===== config.mk =====
export PLATFORM = sky130hd
export DESIGN_NAME = l2_port_arbiter
export DESIGN_NICKNAME = d
export VERILOG_FILES = /design/src/rtl/l2_port_arbiter.sv
export SDC_FILE = /design/constraint.sdc
export NUM_CORES = 1
export LEC_CHECK = 0
export ABC_AREA = 1
export ABC_CLOCK_PERIOD_IN_PS = 1500
export BUFFER_PORTS_ARGS = -buffer_cell sky130_fd_sc_hd__buf_2
export CAP_MARGIN = 5
export CORE_AREA = 2 2 114 116
export CTS_BUF_LIST = sky130_fd_sc_hd__clkbuf_8
export DETAILED_ROUTE_END_ITERATION = 7
export DIE_AREA = 0 0 116 118
export HOLD_SLACK_MARGIN = 0.02
export SETUP_SLACK_MARGIN = 0.1
export SLEW_MARGIN = 10
export SYNTH_ARGS = -nofsm -noshare
export SYNTH_HDL_FRONTEND = slang
export SYNTH_SLANG_ARGS = --single-unit

===== constraint.sdc =====
create_clock -name clock_i -period 1.5 [get_ports clock_i]
set_input_delay 0.075 -clock clock_i [delete_from_list [all_inputs] [get_ports clock_i]]
set_output_delay 0.075 -clock clock_i [all_outputs]
set_load 0.02 [all_outputs]

===== src/rtl/l2_port_arbiter.sv =====
// l2_port_arbiter
//   Round-robin arbiter sharing the single L2 cache port between the L1
//   instruction cache (l1i_*) and the L1 data cache (l1d_*). A grant is held
//   for one full block transfer; word data is forwarded combinationally
//   between the owner and the L2. Ties are counted in a saturating counter.
//
// Ports
//   clock_i, reset_i          : single clock, synchronous active-high reset
//   l1{i,d}_req_i/rw_i/add_i  : block request, direction, block address
//   l1{i,d}_data_i            : write data word (advances after each valid_o)
//   l1{i,d}_data_o/valid_o    : read data / word strobe to the owner
//   l1{i,d}_done_o            : one-cycle transfer-complete pulse
//   l2_req_o/rw_o/add_o       : request, direction and address to the L2
//   l2_data_o                 : write data to the L2
//   l2_ready_i/valid_i/data_i : L2 accept, per-word strobe, read data
//   grant_o                   : one-hot owner {d,i}, 00 when idle
//   busy_o                    : arbiter not idle
//   conflict_cnt_o            : saturating count of tie arbitrations
module l2_port_arbiter #(
  parameter int BW_ADDR     = 24,
  parameter int BLOCK_WORDS = 16
) (
  input  logic               clock_i,
  input  logic               reset_i,
  input  logic               l1i_req_i,
  input  logic               l1i_rw_i,
  input  logic [BW_ADDR-1:0] l1i_add_i,
  input  logic [31:0]        l1i_data_i,
  output logic [31:0]        l1i_data_o,
  output logic               l1i_valid_o,
  output logic               l1i_done_o,
  input  logic               l1d_req_i,
  input  logic               l1d_rw_i,
  input  logic [BW_ADDR-1:0] l1d_add_i,
  input  logic [31:0]        l1d_data_i,
  output logic [31:0]        l1d_data_o,
  output logic               l1d_valid_o,
  output logic               l1d_done_o,
  output logic               l2_req_o,
  output logic               l2_rw_o,
  output logic [BW_ADDR-1:0] l2_add_o,
  output logic [31:0]        l2_data_o,
  input  logic               l2_ready_i,
  input  logic               l2_valid_i,
  input  logic [31:0]        l2_data_i,
  output logic [1:0]         grant_o,
  output logic               busy_o,
  output logic [15:0]        conflict_cnt_o
);

  // One extra bit so the counter can actually hold BLOCK_WORDS.
  localparam int CW = $clog2(BLOCK_WORDS) + 1;

  typedef enum logic [1:0] {S_IDLE, S_REQ, S_XFER, S_DONE} state_t;

  state_t             state_q, state_d;
  logic               owner_q, owner_d;          // 0 = L1I, 1 = L1D
  logic               last_grant_q, last_grant_d;
  logic               rw_q, rw_d;
  logic [BW_ADDR-1:0] add_q, add_d;
  logic [CW-1:0]      cnt_q, cnt_d;
  logic [15:0]        conflict_q, conflict_d;

  always_ff @(posedge clock_i) begin
    if (reset_i) begin
      state_q      <= S_IDLE;
      owner_q      <= 1'b0;
      last_grant_q <= 1'b0;
      rw_q         <= 1'b0;
      add_q        <= '0;
      cnt_q        <= '0;
      conflict_q   <= '0;
    end else begin
      state_q      <= state_d;
      owner_q      <= owner_d;
      last_grant_q <= last_grant_d;
      rw_q         <= rw_d;
      add_q        <= add_d;
      cnt_q        <= cnt_d;
      conflict_q   <= conflict_d;
    end
  end

  // Next-state logic
  always_comb begin
    state_d      = state_q;
    owner_d      = owner_q;
    last_grant_d = last_grant_q;
    rw_d         = rw_q;
    add_d        = add_q;
    cnt_d        = cnt_q;
    conflict_d   = conflict_q;
    case (state_q)
      S_IDLE: begin
        if (l1i_req_i || l1d_req_i) begin
          if (l1i_req_i && l1d_req_i) begin
            // Tie: the side that did not win last time gets the port.
            owner_d = ~last_grant_q;
            if (conflict_q != 16'hFFFF) conflict_d = conflict_q + 16'd1;
          end else begin
            owner_d = l1d_req_i;
          end
          rw_d         = owner_d ? l1d_rw_i  : l1i_rw_i;
          add_d        = owner_d ? l1d_add_i : l1i_add_i;
          last_grant_d = owner_d;
          state_d      = S_REQ;
        end
      end
      S_REQ: begin
        // Strobes from the L2 before it has accepted the request are noise.
        if (l2_ready_i) begin
          cnt_d   = '0;
          state_d = S_XFER;
        end
      end
      S_XFER: begin
        if (l2_valid_i) cnt_d = cnt_q + 1'b1;
        if (cnt_d == CW'(BLOCK_WORDS)) state_d = S_DONE;
      end
      default: state_d = S_IDLE;  // S_DONE: single-cycle completion
    endcase
  end

  // Output steering: only the owner ever sees a strobe, data or done.
  always_comb begin
    l1i_data_o  = '0;
    l1i_valid_o = 1'b0;
    l1i_done_o  = 1'b0;
    l1d_data_o  = '0;
    l1d_valid_o = 1'b0;
    l1d_done_o  = 1'b0;
    l2_data_o   = '0;
    l2_req_o    = (state_q == S_REQ);
    busy_o      = (state_q != S_IDLE);
    grant_o     = busy_o ? (owner_q ? 2'b10 : 2'b01) : 2'b00;
    if (state_q == S_XFER) begin
      if (owner_q) begin
        l1d_valid_o = l2_valid_i;
        if (rw_q) l2_data_o  = l1d_data_i;
        else      l1d_data_o = l2_data_i;
      end else begin
        l1i_valid_o = l2_valid_i;
        if (rw_q) l2_data_o  = l1i_data_i;
        else      l1i_data_o = l2_data_i;
      end
    end
    if (state_q == S_DONE) begin
      l1i_done_o = ~owner_q;
      l1d_done_o = owner_q;
    end
  end

  assign l2_rw_o        = rw_q;
  assign l2_add_o       = add_q;
  assign conflict_cnt_o = conflict_q;

endmodule


# Word-level counts from Yosys, hierarchy flattened
# Index checks and enable logic that the tools add are counted.
# totals
reg_bits	49
inputBits	152
output_inout_bits	145
word_cells	56
# classes
addsub	2
eq_ne	8
muxes	30
bitwise	1
reduce_logical	9
# ops
cell	n
2-to-1 mux 32 bit	9
2-to-1 mux 24 bit	1
adder 16 x 1 -> 16 bit, second input constant	1
!= test 16 bit, second input constant	1
2-to-1 mux 5 bit	3
2-to-1 mux 1 bit	10
2-to-1 mux 2 bit	5
case mux 5 bit (2 select lines)	1
case mux 2 bit (3 select lines)	1
adder 5 x 1 -> 5 bit, second input constant	1
equality test 5 bit, second input constant	1
equality test 2 bit, second input constant	2
!= test 2 bit, second input constant	2
AND reduction 2 bit	2
AND reduction 4 bit	1
nonzero test 2 bit	2
AND reduction 3 bit	1
equality test 2 x 1 -> 1 bit, second input constant	1
logical NOT 2 bit	1
!= test 2 x 1 -> 1 bit, second input constant	1
logical AND 1 bit	1
logical OR 1 bit	1
NOT 1 bit	1

# Longest topological paths before layout
# Gate-level depths: netlist (run 1).
# depth
ltp_word	6
mapped_depth	11
mapped_depth_nobuf	11

# Worst setup path after synthesis (run 1)
# No wires, ideal clock.
# synth_path
path_kind	reg2reg
startpoint	register conflict_q[1] (netlist: conflict_cnt_o[1])
endpoint	register conflict_q[10] (netlist: conflict_cnt_o[10])
setup_ns	0.135
t_arrival_ns	1.607
required_time_ns	1.365
path_slack_ns	-0.242
path_stages_with_launch	12
path_buffers	1
period_less_slack_ns	1.742
path_cell_list	dfxtp_1 -> ha_1 -> nand2_2 -> nor2_4 -> nand2_4 -> nor2_8 -> nand3_4 -> nand2_4 -> inv_2 -> buf_6 -> nand2_1 -> a21oi_2
# synth_between
elab_chain_len	2
elab_cells_between_ends	3
classes_between	add/sub: 1; eq/ne: 1; reduce/logical: 1
# synth_lines
element	line_no	rtl
start: declaration	62	logic [15:0] conflict_q, conflict_d;
start signal: assignment	80	conflict_q <= conflict_d;
parallel branches: the longest is 2 deep, another holds adder 16 x 1 -> 16 bit	-	
# Several ways; the timed one is not identified.
# A chain may end at the register's enable or synchronous reset.

# Final worst setup path (run 1)
# layout_path
startpoint	register state_q[0]
endpoint	output port l2_data_o[19]
# layout_between
elab_chain_len	2
# layout_lines
element	line_no	rtl
start: declaration	56	state_t state_q, state_d;
start signal: assignment	74	state_q <= state_d;
equality test 2 bit	136	if (state_q == S_XFER) begin
2-to-1 mux 32 bit	136	
end: declaration	42	output logic [31:0] l2_data_o,
# Every way passes these cells.

==> results summary, run 1 <==
Counting flops with an async set or reset pin after synthesis yields a share of 0%. The relative area change from synthesis to final layout came out at 108%. The total number of H-tree levels came out at 2. The final net count is 1078.

Clock skew on the completed layout was measured at 4.50 ps. STA classifies the critical path startpoint as a flip-flop. The share of post-route cells with drive strength above 1 came out at a little under three fifths.

The routed layout has approximately 5100 vias. The worst-path maximum fanout came out at 8. The count of nets left with antenna violations after detail routing is 0. The achievable frequency came out at 0.637 GHz.

The transition at the pin with the smallest max-transition slack came out at 347 ps. The total clock sinks is 49. The number of max-slew violations in the final report is 0. After global routing the overflow that remains totals 0. In the routed design, unresolved DRC markers number 0.

The number of violations of the max-capacitance limit came out at 0. The first-pass GRT wire length is between 20 and 25 mm. The pin count of the biggest net entering global routing is 36. After floorplanning, the core was sized to cover about 12000 um2.

The clock passes through at most 2 buffers. The final count of negative-setup-slack endpoints is 119. Sequential cells were found to cover 28.3% of the synthesized design area. The total number of placement rows is 41. Measured along the x axis, the die boundary spans 116 um. Sorting the synthesized cells by area gives the leading types as dfxtp_1 28%, nor2_1 16%, nand2_1 15%, nor3_1 5.0%, a31oi_1 4.7%.

For the finished layout, the period the worst path requires is 1570 ps. The total power came out at between 8 and 9 mW. The run finished, with violations left. The first-iteration detailed-routing DRC count is 237. The power density over the cells came out at 1110 nW/um2. The worst hold slack across all endpoints is 27.1 ps. The setup path with the least slack is of type flip-flop to output pin. After layout, the worst setup slack is -70.7 ps. The peak ir drop on the vdd network came out at 754 uV. The top cell type's share of synthesized area came out at 28.3%. The CTS buffer count is 5. The number of failing hold endpoints at the final stage came to 0. The net count after synthesis came out at between 700 and 800. Routability-driven placement finished with a final weighted congestion of 0.814. After synthesis the cells add up to 3470 um2.

The filler-free cell count of the finished design is 1093. Measured along the y axis, the die boundary spans 118 um. The checks that failed: setup timing.

The tightest slew margin relative to the limit came out at about three quarters. The placed instance area is between 5000 and 6000 um2. The required time of the critical path is 1420 ps. Clock tree synthesis selected as its root buffer the cell clkbuf_8.

The internal reg-to-reg setup slack is -60 ps. In the global route stage, overall resource usage came out at 21.5%. For the worst setup path, the data arrival time is approximately 1500 ps. Setup repair after global routing could not meet its margin everywhere.

The number of enable flip-flop cells after synthesis came out at 0. For this design the top-level I/O count stands at 297. The number of antenna violations at the first check in global routing came out at 0. The post-detailed-placement half-perimeter wirelength is 11.6 mm. The post-detailed-route via-to-cell ratio came out at roughly 4.7.

During synthesis, Yosys emitted a total of 0 warnings. The worst-case setup slack after placement is -9.19 ps. In the synthesized netlist, the number of instances is 581. In this run, distinct cell masters in the synthesized netlist total 33. The average instance in the mapped netlist occupies 5.98 um2. The via count of the first global-routing pass is roughly 4700. The routed wire length per instance is 15.0 um.

The share of the clock period used by the worst path after layout came out at 105%. The clock-pin transition on the worst setup and hold timing paths is 100 ps. The diode insertion count for antenna repair is 0. The clock reaches the later pin of the worst-skew pair after around 300 ps.

The primary flip-flop cell chosen by synthesis mapping is dfxtp_1. The total detailed-routing wirelength is ~16 mm. The initial standard-cell utilization of the core is 28.0%. The worst setup path is captured at an output pin. The first TritonRoute pass finished after 4 iterations. The finished cells cover 7220 um2. The die covers 13700 um2.

The largest area contributor in the synthesized netlist is dfxtp_1. TritonCTS built the clock tree. The tightest min-delay check is of the primary input to flip-flop type. The number of buffer cells added on primary ports came out at 296.

The number of cells in the design after placement is around 1100. The leakage power came out at 3.44 nW. Synthesis inferred 49 register bits.
[cell type report]
type	count	area, um2
clock inverters	2	11.3
repair buffers	365	2790
well taps	172	215
repair inverters	1	11.3
flip-flops and latches	49	1010
inverters	38	161
multi-input cells	460	2930
fillers	1188	5200
clock buffers	6	82.6
[synthesized netlist by cell type, drive strengths merged (3+ instances only)]
cell type / count
nor2: 157
nand2: 151
dfxtp: 49
inv: 37
nor3: 36
clkbuf: 27
o21ai: 27
a31oi: 26
a21oi: 21
nand3: 14
buf: 8
xor2: 8
ha: 6
nand4: 5
o21bai: 3
[flip-flops by register name (all words and copies together) (netlist names)]
signal,cells
l2_add_o,24
conflict_cnt_o,16
state_q,2
l2_rw_o,1
last_grant_q,1
cnt_q,5
[final timing paths]
check / cells after the start / start / end
worst max-delay path: 6 / state_q[0] / l2_data_o[19]
worst min register to register: 2 / conflict_cnt_o[3] / conflict_cnt_o[3]
worst max register to register: 10 / state_q[0] / l2_add_o[22]
worst min-delay path: 3 / l1i_add_i[23] / l2_add_o[23]
[power by group]
part	switching (mW)	leakage (nW)	internal [mW]
sequential	0.217	0.410	1.62
clock	0.456	0.0486	0.369
combinational	3.04	2.98	2.33
[repair_timing]
action	4_1_cts	5_1_grt
hold buffers	8	0
setup buffers	6	9
hold endpoints to repair	6	0
resized for setup	174	110
cloned	6	4
pin swaps	21	31
endpoints found under the setup margin	137	150
[cell families after synthesis]
| group | synth area share (%) |
|---|---|
| buffers and inverters | 8.65 |
| adder cells (fa/ha/maj) | 2.16 |
| flip-flops | 28.3 |
| multiplexers | 0.288 |
| XOR/XNOR | 2.27 |
| AND/OR/NAND/NOR | 44.5 |
| AO/OA/AOI/OAI | 13.9 |
[critical path, cell delays in order (launching register included)]
cell	delay, ps
dfxtp_2	330
inv_2	60
ha_4	180
nand2_8	110
buf_12	190
nor3_4	160
buf_6	150
[metal layers]
layer,vias to the layer above,routed length (um),global-route usage (%)
met5,-,0,0
met4,0,263,4.91
met3,22,1200,4.79
met2,219,8620,39.1
met1,2315,6340,25.4
li1,2538,-,-
[per-stage QoR]
stage / setup TNS (ps) / util [%]
floorplan: -221 / -
global placement: 0 / 46.9
detailed placement: -10.6 / 46.9
CTS: -3830 / 53.9
global route: -11610 / 58.1
finish: -2680 / 58.1
[cell usage in the layout, fill, tap and decap left out, drive strengths merged]
master         n
nor2         157
xnor2          1
o31ai          1
xor2           8
nand2        152
clkinvlp       2
nand4          5
inv           39
nor3b          1
a22oi          1
clkbuf         9
dfxtp         49
dlygate4sd3    8
o21bai         3
o21ai         27
buf          354
nand3         14
ha             6
a21oi         21
nor3          36
a31oi         26
mux2i          1
Note: power is estimated with default switching activity, not from simulation.
==> run 2: changes to the inputs <==
==> constraint.sdc (replaced) <==
create_clock -name clock_i -period 1.5 [get_ports clock_i]
set_input_delay 0.225 -clock clock_i [delete_from_list [all_inputs] [get_ports clock_i]]
set_output_delay 0.225 -clock clock_i [all_outputs]
set_load 0.02 [all_outputs]
==> results summary, run 2 (synthesis gave the netlist of run 1 again) <==
Among all stages on the critical path, the largest delay is contributed by dfxtp_2. The clock insertion delay at the later pin of the skew report came out at about 310 ps. The largest clock skew in the final design came out at 15.3 ps. The placed instances occupy a cell area of 6070 um2. In the routed design, unresolved DRC markers number 0.

After detailed routing, the total wire length is 16.9 mm. The post-detailed-placement half-perimeter wirelength came out at roughly 12 mm. The first-pass GRT wire length came out at 25.4 mm. The full die area is 13700 um2.

Data on the critical path arrives at its endpoint at 1510 ps. The transition at the pin with the smallest max-transition slack came out at 334 ps. The total number of H-tree levels is 2. The number of antenna violations at the first check in global routing was 2. Clock tree synthesis selected as its root buffer the cell clkbuf_8.

The worst-path maximum fanout is 21. The share of the clock period used by the worst path after layout is 115%. The kind of critical path is flip-flop to output pin. The count of nets left with antenna violations after detail routing came out at 0. After clock tree synthesis, the clock-pin slew on the worst setup and hold paths is around 90 ps.

Relative to the synthesized area, the layout overhead comes to 123%. The number of failing hold endpoints at the final stage is 0. The total number of vias came out at 5167. The weighted congestion reported at the end of routability-driven placement is 0.851. Derived from the worst setup path, the maximum achievable clock frequency is slightly below 0.6 GHz. The critical path goes through inv_2 -> ha_4 -> nand2_4 -> buf_12 -> nor2_1 -> buf_4. Setup violations remaining at the end of the flow were counted as 112. The number of max-slew violations in the final report is 0. The floorplan has 41 rows. The first-iteration detailed-routing DRC count is 205.

The number of I/O pins is 297. For this design, the CTS-stage hold fixing added 0 buffers. Buffers placed on the I/O ports in this run total 296. Measured on the finished design, the core utilization comes to a little over three fifths. The final net count came out at 1080. The run finished, with violations left. Across all setup checks in the final design, the least slack found is -231 ps. The library cells used most frequently in the layout, excluding fill and tap cells, are 192 x buf_2, 119 x nand2_1, 105 x buf_6, 82 x nor2_1, 50 x buf_4.

The power density over the cells came out at 1120 nW/um2. The tightest slew margin relative to the limit came out at slightly below 80%. The initial standard-cell utilization of the core is 28.0%.

STA classifies the critical path startpoint as a flip-flop. The register with the most flip-flops in the layout has 24 of them. STA classifies the critical path endpoint as an output pin. The number of violations of the max-capacitance limit came out at 0. The family of cells with the greatest summed delay on the critical path is buffers and inverters. The share of post-route cells with drive strength above 1 came out at roughly 63%. Setup repair after global routing could not meet its margin everywhere. In this run the vertical extent of the chip is 118 um. The worst path buffer plus inverter count came out at 3.

The largest incremental delay on the critical path came out at 330 ps. TritonCTS built the clock tree. The required time of the critical path came out at approximately 1300 ps. The core region is 12400 um2.

Leaving out fill and tap cells, the most frequent cell in the layout is buf_2. The post-detailed-route via-to-cell ratio is 4.71. The pin count of the biggest net entering global routing came out at 34. The all-layer global routing usage is 23.4%.

The via count of the first global-routing pass came out at 5018. The time the final worst path needs with I/O delays and setup is 1730 ps. The maximum buffer depth of the clock tree came out at 2. Counting the buffers created by CTS gives 5.

The leakage power came out at 3.58 nW. The die boundary width is roughly 120 um. Clock tree synthesis found a total of 49 sinks. The peak ir drop on the vdd network is approximately 780 uV.

The routed wire length per instance came out at between 15 and 20 um. The final reports fail on setup timing. The first-pass detailed-route iteration total came out at 4. Summing all non-filler instances in the final layout gives an area of 7760 um2. Global routing finished with a remaining overflow of 0. The tightest min-delay check is of the primary input to flip-flop type.
run 2: power breakdown:
part / total [mW] / internal [mW] / switching, mW
logic: 5.99 / 2.58 / 3.41
registers: 1.85 / 1.62 / 0.232
clock network: 0.829 / 0.369 / 0.460
total: 8.67 / 4.57 / 4.10
run 2: final cells by class:
| cell class | count | area (um2) |
|---|---|---|
| Antenna cell | 1 | 2.50 |
| Clock buffer | 6 | 82.6 |
| Clock inverter | 2 | 11.3 |
| Fill cell | 1049 | 4660 |
| Inverter | 38 | 168 |
| Multi-Input combinational cell | 460 | 3300 |
| Sequential cell | 49 | 1010 |
| Tap cell | 172 | 215 |
| Timing Repair Buffer | 367 | 2950 |
| Timing Repair inverter | 1 | 16.3 |
run 2: worst paths after layout:
path                                    from            endpoint  slack (ps)  cells after the start
worst max-delay path              state_q[0]      l1d_data_o[26]        -230                      6
worst min-delay path            l1d_add_i[7]         l2_add_o[7]         160                      3
worst max register to register    state_q[1]  conflict_cnt_o[14]         -50                     10
worst min register to register      cnt_q[4]            cnt_q[4]         470                      2
run 2: timing repair:
action                     CTS  global route
resized for setup          310            96
pin swaps                   26            23
setup buffers               10             3
cloned                      11             0
setup endpoints to repair  144           153
run 2: per-layer routing:
metal | GRT usage, % | vias up | routed length, um
li1 | - | 2553 | -
met1 | 25.9 | 2353 | 6260
met2 | 44.4 | 235 | 8860
met3 | 4.69 | 26 | 1350
met4 | 6.32 | 0 | 432
met5 | 0 | - | 0
run 2: tightest hold or removal path: cells and delay by family:
| kind | cells | cell delay (ps) |
|---|---|---|
| compound gates | 1 | 60 |
| simple gates | 1 | 50 |
| buf+inv | 1 | 90 |
run 2: stage by stage:
step                hold WS [ps]  setup TNS, ps  power (mW)  setup WS (ps)  instances
floorplan                    377          -1020        4.44          -31.0        581
CTS                          155         -17240        8.33           -209       1093
finish                       161         -17630        8.67           -231       1096
detailed placement           475           -138        5.89          -21.6       1064
global route                 150         -25210        9.15           -303       1096
global placement             473              0        5.89           3.17       1064
